### src/rtl/kd_tree_node_loader.sv
// kd_tree_node_loader: streams node configuration words into the KD-tree internal-node array in breadth-first order.
module kd_tree_node_loader #(
  parameter int NUM_NODES = 31,
  parameter int STORAGE_WIDTH = 22,
  parameter int IDX_WIDTH = 11,
  parameter int NUM_DIMS = 5,
  parameter int ADDR_WIDTH = 5
) (
  input  logic                     clk,
  input  logic                     rst_n,
  input  logic                     start,
  input  logic                     in_valid,
  input  logic [STORAGE_WIDTH-1:0] in_data,
  output logic                     in_ready,
  output logic [NUM_NODES-1:0]     wen,
  output logic [STORAGE_WIDTH-1:0] wdata,
  output logic [ADDR_WIDTH-1:0]    node_addr,
  output logic                     busy,
  output logic                     done,
  output logic                     err_idx
);
  typedef enum logic [1:0] {IDLE, LOAD, DONE} state_t;
  state_t state;
  logic hs, last, bad_idx;
  assign in_ready = state == LOAD;
  assign hs = in_valid & in_ready;
  assign last = node_addr == ADDR_WIDTH'(NUM_NODES - 1);
  assign bad_idx = in_data[IDX_WIDTH-1:0] >= IDX_WIDTH'(NUM_DIMS);
  always_ff @(posedge clk or negedge rst_n) begin
    if (!rst_n) begin
      state <= IDLE;
      wen <= '0;
      wdata <= '0;
      node_addr <= '0;
      busy <= 1'b0;
      done <= 1'b0;
      err_idx <= 1'b0;
    end else begin
      wen <= hs ? NUM_NODES'(1) << node_addr : '0;
      if (hs) wdata <= in_data;
      case (state)
        LOAD: if (hs) begin
          node_addr <= last ? '0 : node_addr + ADDR_WIDTH'(1);
          if (bad_idx) err_idx <= 1'b1;
          if (last) begin
            state <= DONE;
            busy <= 1'b0;
            done <= 1'b1;
          end
        end
        default: if (start) begin
          state <= LOAD;
          node_addr <= '0;
          busy <= 1'b1;
          done <= 1'b0;
          err_idx <= 1'b0;
        end
      endcase
    end
  end
endmodule

### config.mk
export PLATFORM = sky130hd
export DESIGN_NAME = kd_tree_node_loader
export DESIGN_NICKNAME = d
export VERILOG_FILES = /design/src/rtl/kd_tree_node_loader.sv
export SDC_FILE = /design/constraint.sdc
export NUM_CORES = 1
export LEC_CHECK = 0
export ABC_AREA = 0
export CAP_MARGIN = 40
export CELL_PAD_IN_SITES_DETAIL_PLACEMENT = 0
export CELL_PAD_IN_SITES_GLOBAL_PLACEMENT = 2
export CORE_UTILIZATION = 23
export CTS_BUF_LIST = sky130_fd_sc_hd__clkbuf_8 sky130_fd_sc_hd__clkbuf_16
export DETAILED_ROUTE_END_ITERATION = 6
export PLACE_DENSITY_LB_ADDON = 0.1
export SLEW_MARGIN = 20
export SYNTH_ARGS = -nofsm -noshare
export SYNTH_HDL_FRONTEND = slang
export SYNTH_SLANG_ARGS = --single-unit
### constraint.sdc
create_clock -name clk -period 1.3 [get_ports clk]
set_input_delay 0.13 -clock clk [delete_from_list [all_inputs] [get_ports clk]]
set_output_delay 0.13 -clock clk [all_outputs]
set_load 0.03 [all_outputs]
==> flow_metrics.env, run 1 <==
export IMPL_slew_viol_final=0
export IMPL_dieHeight_um=103
export IMPL_viasPerCell=4.09
export IMPL_rsz0062_at_grt="yes"
export IMPL_worst_skew_pair_late_latency_ps=330
export IMPL_avgSynthCellArea_um2=10.3
export IMPL_crit_type="reg2reg"
export IMPL_clock_root_buffer="clkbuf_8"
export IMPL_synthAdderAreaFrac_pct=3.21
export IMPL_min_period_ps=1360
export IMPL_clk_pin_slew_ps=70
export IMPL_cts_htree_levels=3
export IMPL_status="complete, but fails checks"
export IMPL_layout_common_cells="nand2_1 (74), dfrtp_1 (55), dlygate4sd2_1 (54), clkdlybuf4s50_1 (24)"
export IMPL_muxShareOfSynthArea_pct=0
export IMPL_fin_skew_ps=7.77
export IMPL_final_hold_viol_count=0
export IMPL_r2r_start="done"
export IMPL_ys_seq_area_share_pct=65.3
export IMPL_core_um2=9820
export IMPL_synth_top_cell_area_share_pct=65.3
export IMPL_cts_tree="done"
export IMPL_cp_start_kind="flip-flop"
export IMPL_p_leak_nw=1.97
export IMPL_hold_class="in2reg"
export IMPL_finalWirelength_um=6360
export IMPL_final_util_pct=38.7
export IMPL_vias=1948
export IMPL_final_cells=476
export IMPL_drc_errors=0
export IMPL_maxCapViolations=0
export IMPL_holdCritStartpoint="in_data[21]"
export IMPL_synth_area_leaders="dfrtp_1 (65%), nand2_1 (12%), nor2_1 (3.4%)"
export IMPL_grt_usage_pct=13.0
export IMPL_dp_cells=454
export IMPL_period_share_pct=105
export IMPL_dr_pass1_iters=4
export IMPL_end_kind="flip-flop"
export IMPL_drt_iter0_markers=52
export IMPL_layout_commonest_cell="nand2_1"
export IMPL_final_nets=371
export IMPL_max_freq_ghz=0.735
export IMPL_netlist_instances=228
export IMPL_worst_slew_pin_slew_ps=338
export IMPL_cts_sinks=61
export IMPL_hold_path_end="wdata[21]"
export IMPL_r2r_worst_path_cells=3
export IMPL_clockBufferDepth=2
export IMPL_grt_ovfl_total=0
export IMPL_rows=36
export IMPL_synth_simple_area_share_pct=23.6
export IMPL_start_util_pct=23.8
export IMPL_slew_headroom_pct=77.5
export IMPL_dpl_hpwl_um=4360
export IMPL_synth_fp_nets=260
export IMPL_timing_hold_worst_path_depth=3
export IMPL_die_area_um2=10600
export IMPL_ys_ff_latch=61
export IMPL_pre_cts_slack_ps=-302
export IMPL_synth_top_cell_by_area="dfrtp_1"
export IMPL_synth_xor_area_share_pct=0
export IMPL_vdd_drop_max_v=0.000871
export IMPL_final_seq_area_um2=1530
export IMPL_crit_path_max_fanout=6
export IMPL_synth_cell_types=23
export IMPL_drive_gt1_share_pct=20.4
export IMPL_antenna_found_initial=0
export IMPL_grt_max_degree=62
export IMPL_required_ps=1540
export IMPL_finalPower_mw=7.23
export IMPL_synth_top_family_by_area="simple AND/OR/NAND/NOR gates"
export IMPL_whs_ps=324
export IMPL_yosysWarnings=0
export IMPL_diodes=0
export IMPL_portBuffers=87
export IMPL_area_growth_pct=62.4
export IMPL_synth_compound_area_share_pct=4.55
export IMPL_multi_input_area_um2=826
export IMPL_cts_buffers=9
export IMPL_die_x_um=103
export IMPL_io_pins=88
export IMPL_reg2reg_slack_ps=-60
export IMPL_grt_pass1_vias=1970
export IMPL_nFillCells=1073
export IMPL_syn_area_um2=2340
export IMPL_violations="setup timing"
export IMPL_p_per_area_nw_per_um2=1900
export IMPL_gp_congestion=0.731
export IMPL_grt_pass1_wl_um=10100
export IMPL_setup_viol=2
export IMPL_wire_per_inst_um=13.4
export IMPL_postRouteAntennaNets=0
export IMPL_worstPathArrival_ps=1600
export IMPL_r2r_end="node_addr[3]"
export IMPL_timing_final_ws_setup_ps=-60.5
worst max-delay path by stage:
| stage | start | endpoint | slack [ps] |
|---|---|---|---|
| floorplan | done | node_addr[3] | -50 |
| global placement | in_valid | wdata[12] | -270 |
| detailed placement | in_valid | wdata[8] | -300 |
| CTS | done | node_addr[3] | -70 |
| global route | done | node_addr[3] | -120 |
| finish | done | node_addr[3] | -60 |
cells in the mapped netlist:
master      n
nand2b_1    2
and3b_1     1
and4bb_2    1
a21oi_1     2
o211ai_1    6
nor2b_1     1
nand3_1     6
or4_1       2
o21ai_0     5
nand2_1    76
and3_1      2
clkbuf_1    2
o2bb2ai_1   2
a22o_1      1
and2_1      4
nor3_1      5
buf_2       8
nor4_1      4
dfrtp_1    61
nor2_1     21
inv_1       8
ha_1        6
nand3b_1    2
routing by layer:
metal / track usage, % / routed length [um] / up-vias / part of all wire [%]
li1: - / - / 953 / -
met4: 6.83 / 107 / 0 / 1.7
met2: 18.9 / 2840 / 51 / 45
met5: 0 / 0 / - / 0
met1: 17.9 / 3080 / 935 / 48
met3: 2.92 / 340 / 9 / 5.3
stage by stage:
stage	area [um^2]	setup TNS [ps]
2_1_floorplan	2380	-101
3_3_place_gp	3520	-8880
3_5_place_dp	3520	-10400
4_1_cts	3730	-90.9
5_1_grt	3800	-719
6_report	3800	-77.7
cell families after synthesis:
family,Yosys count
fa+ha+maj,6
buf+inv,18
flops,61
simple gates,127
compound gates,16
report_power, final:
group	switching (mW)	total, mW	leakage (nW)	internal [mW]
Sequential	0.254	2.50	0.782	2.25
Clock	0.721	1.69	0.101	0.972
Combinational	1.81	3.03	1.09	1.22
Total	2.79	7.23	1.97	4.44
final cells by class:
cell class	instances	area share, %
Clock buffer	11	3.99
Timing Repair Buffer	110	27.4
Sequential cell	61	40.4
Multi-Input combinational cell	149	21.8
Clock inverter	4	1.25
Tap cell	133	4.38
Inverter	8	0.857
sequential cells by signal, indices dropped and copies added (netlist names):
register / count
wen: 31
wdata: 22
node_addr: 5
done: 1
err_idx: 1
state: 1
critical path, stage by stage (launching register included):
cell,delay [ps]
dfrtp_2,430
nand3b_1,240
or4_1,500
o211ai_1,100
repair_timing:
item                       4_1_cts  5_1_grt
hold buffers                     1        0
hold endpoints to repair        61        0
pin swaps                        3        7
setup buffers                    5        2
resized for setup               65       14
setup endpoints to repair       87       44
(Power assumes the default switching activity.)
==> inputs of run 2 (changes only) <==
- GPL_ROUTABILITY_DRIVEN: not set -> 1
==> results of run 2 <==
No change in the layout: final DEF, timing and power equal those of run 1.
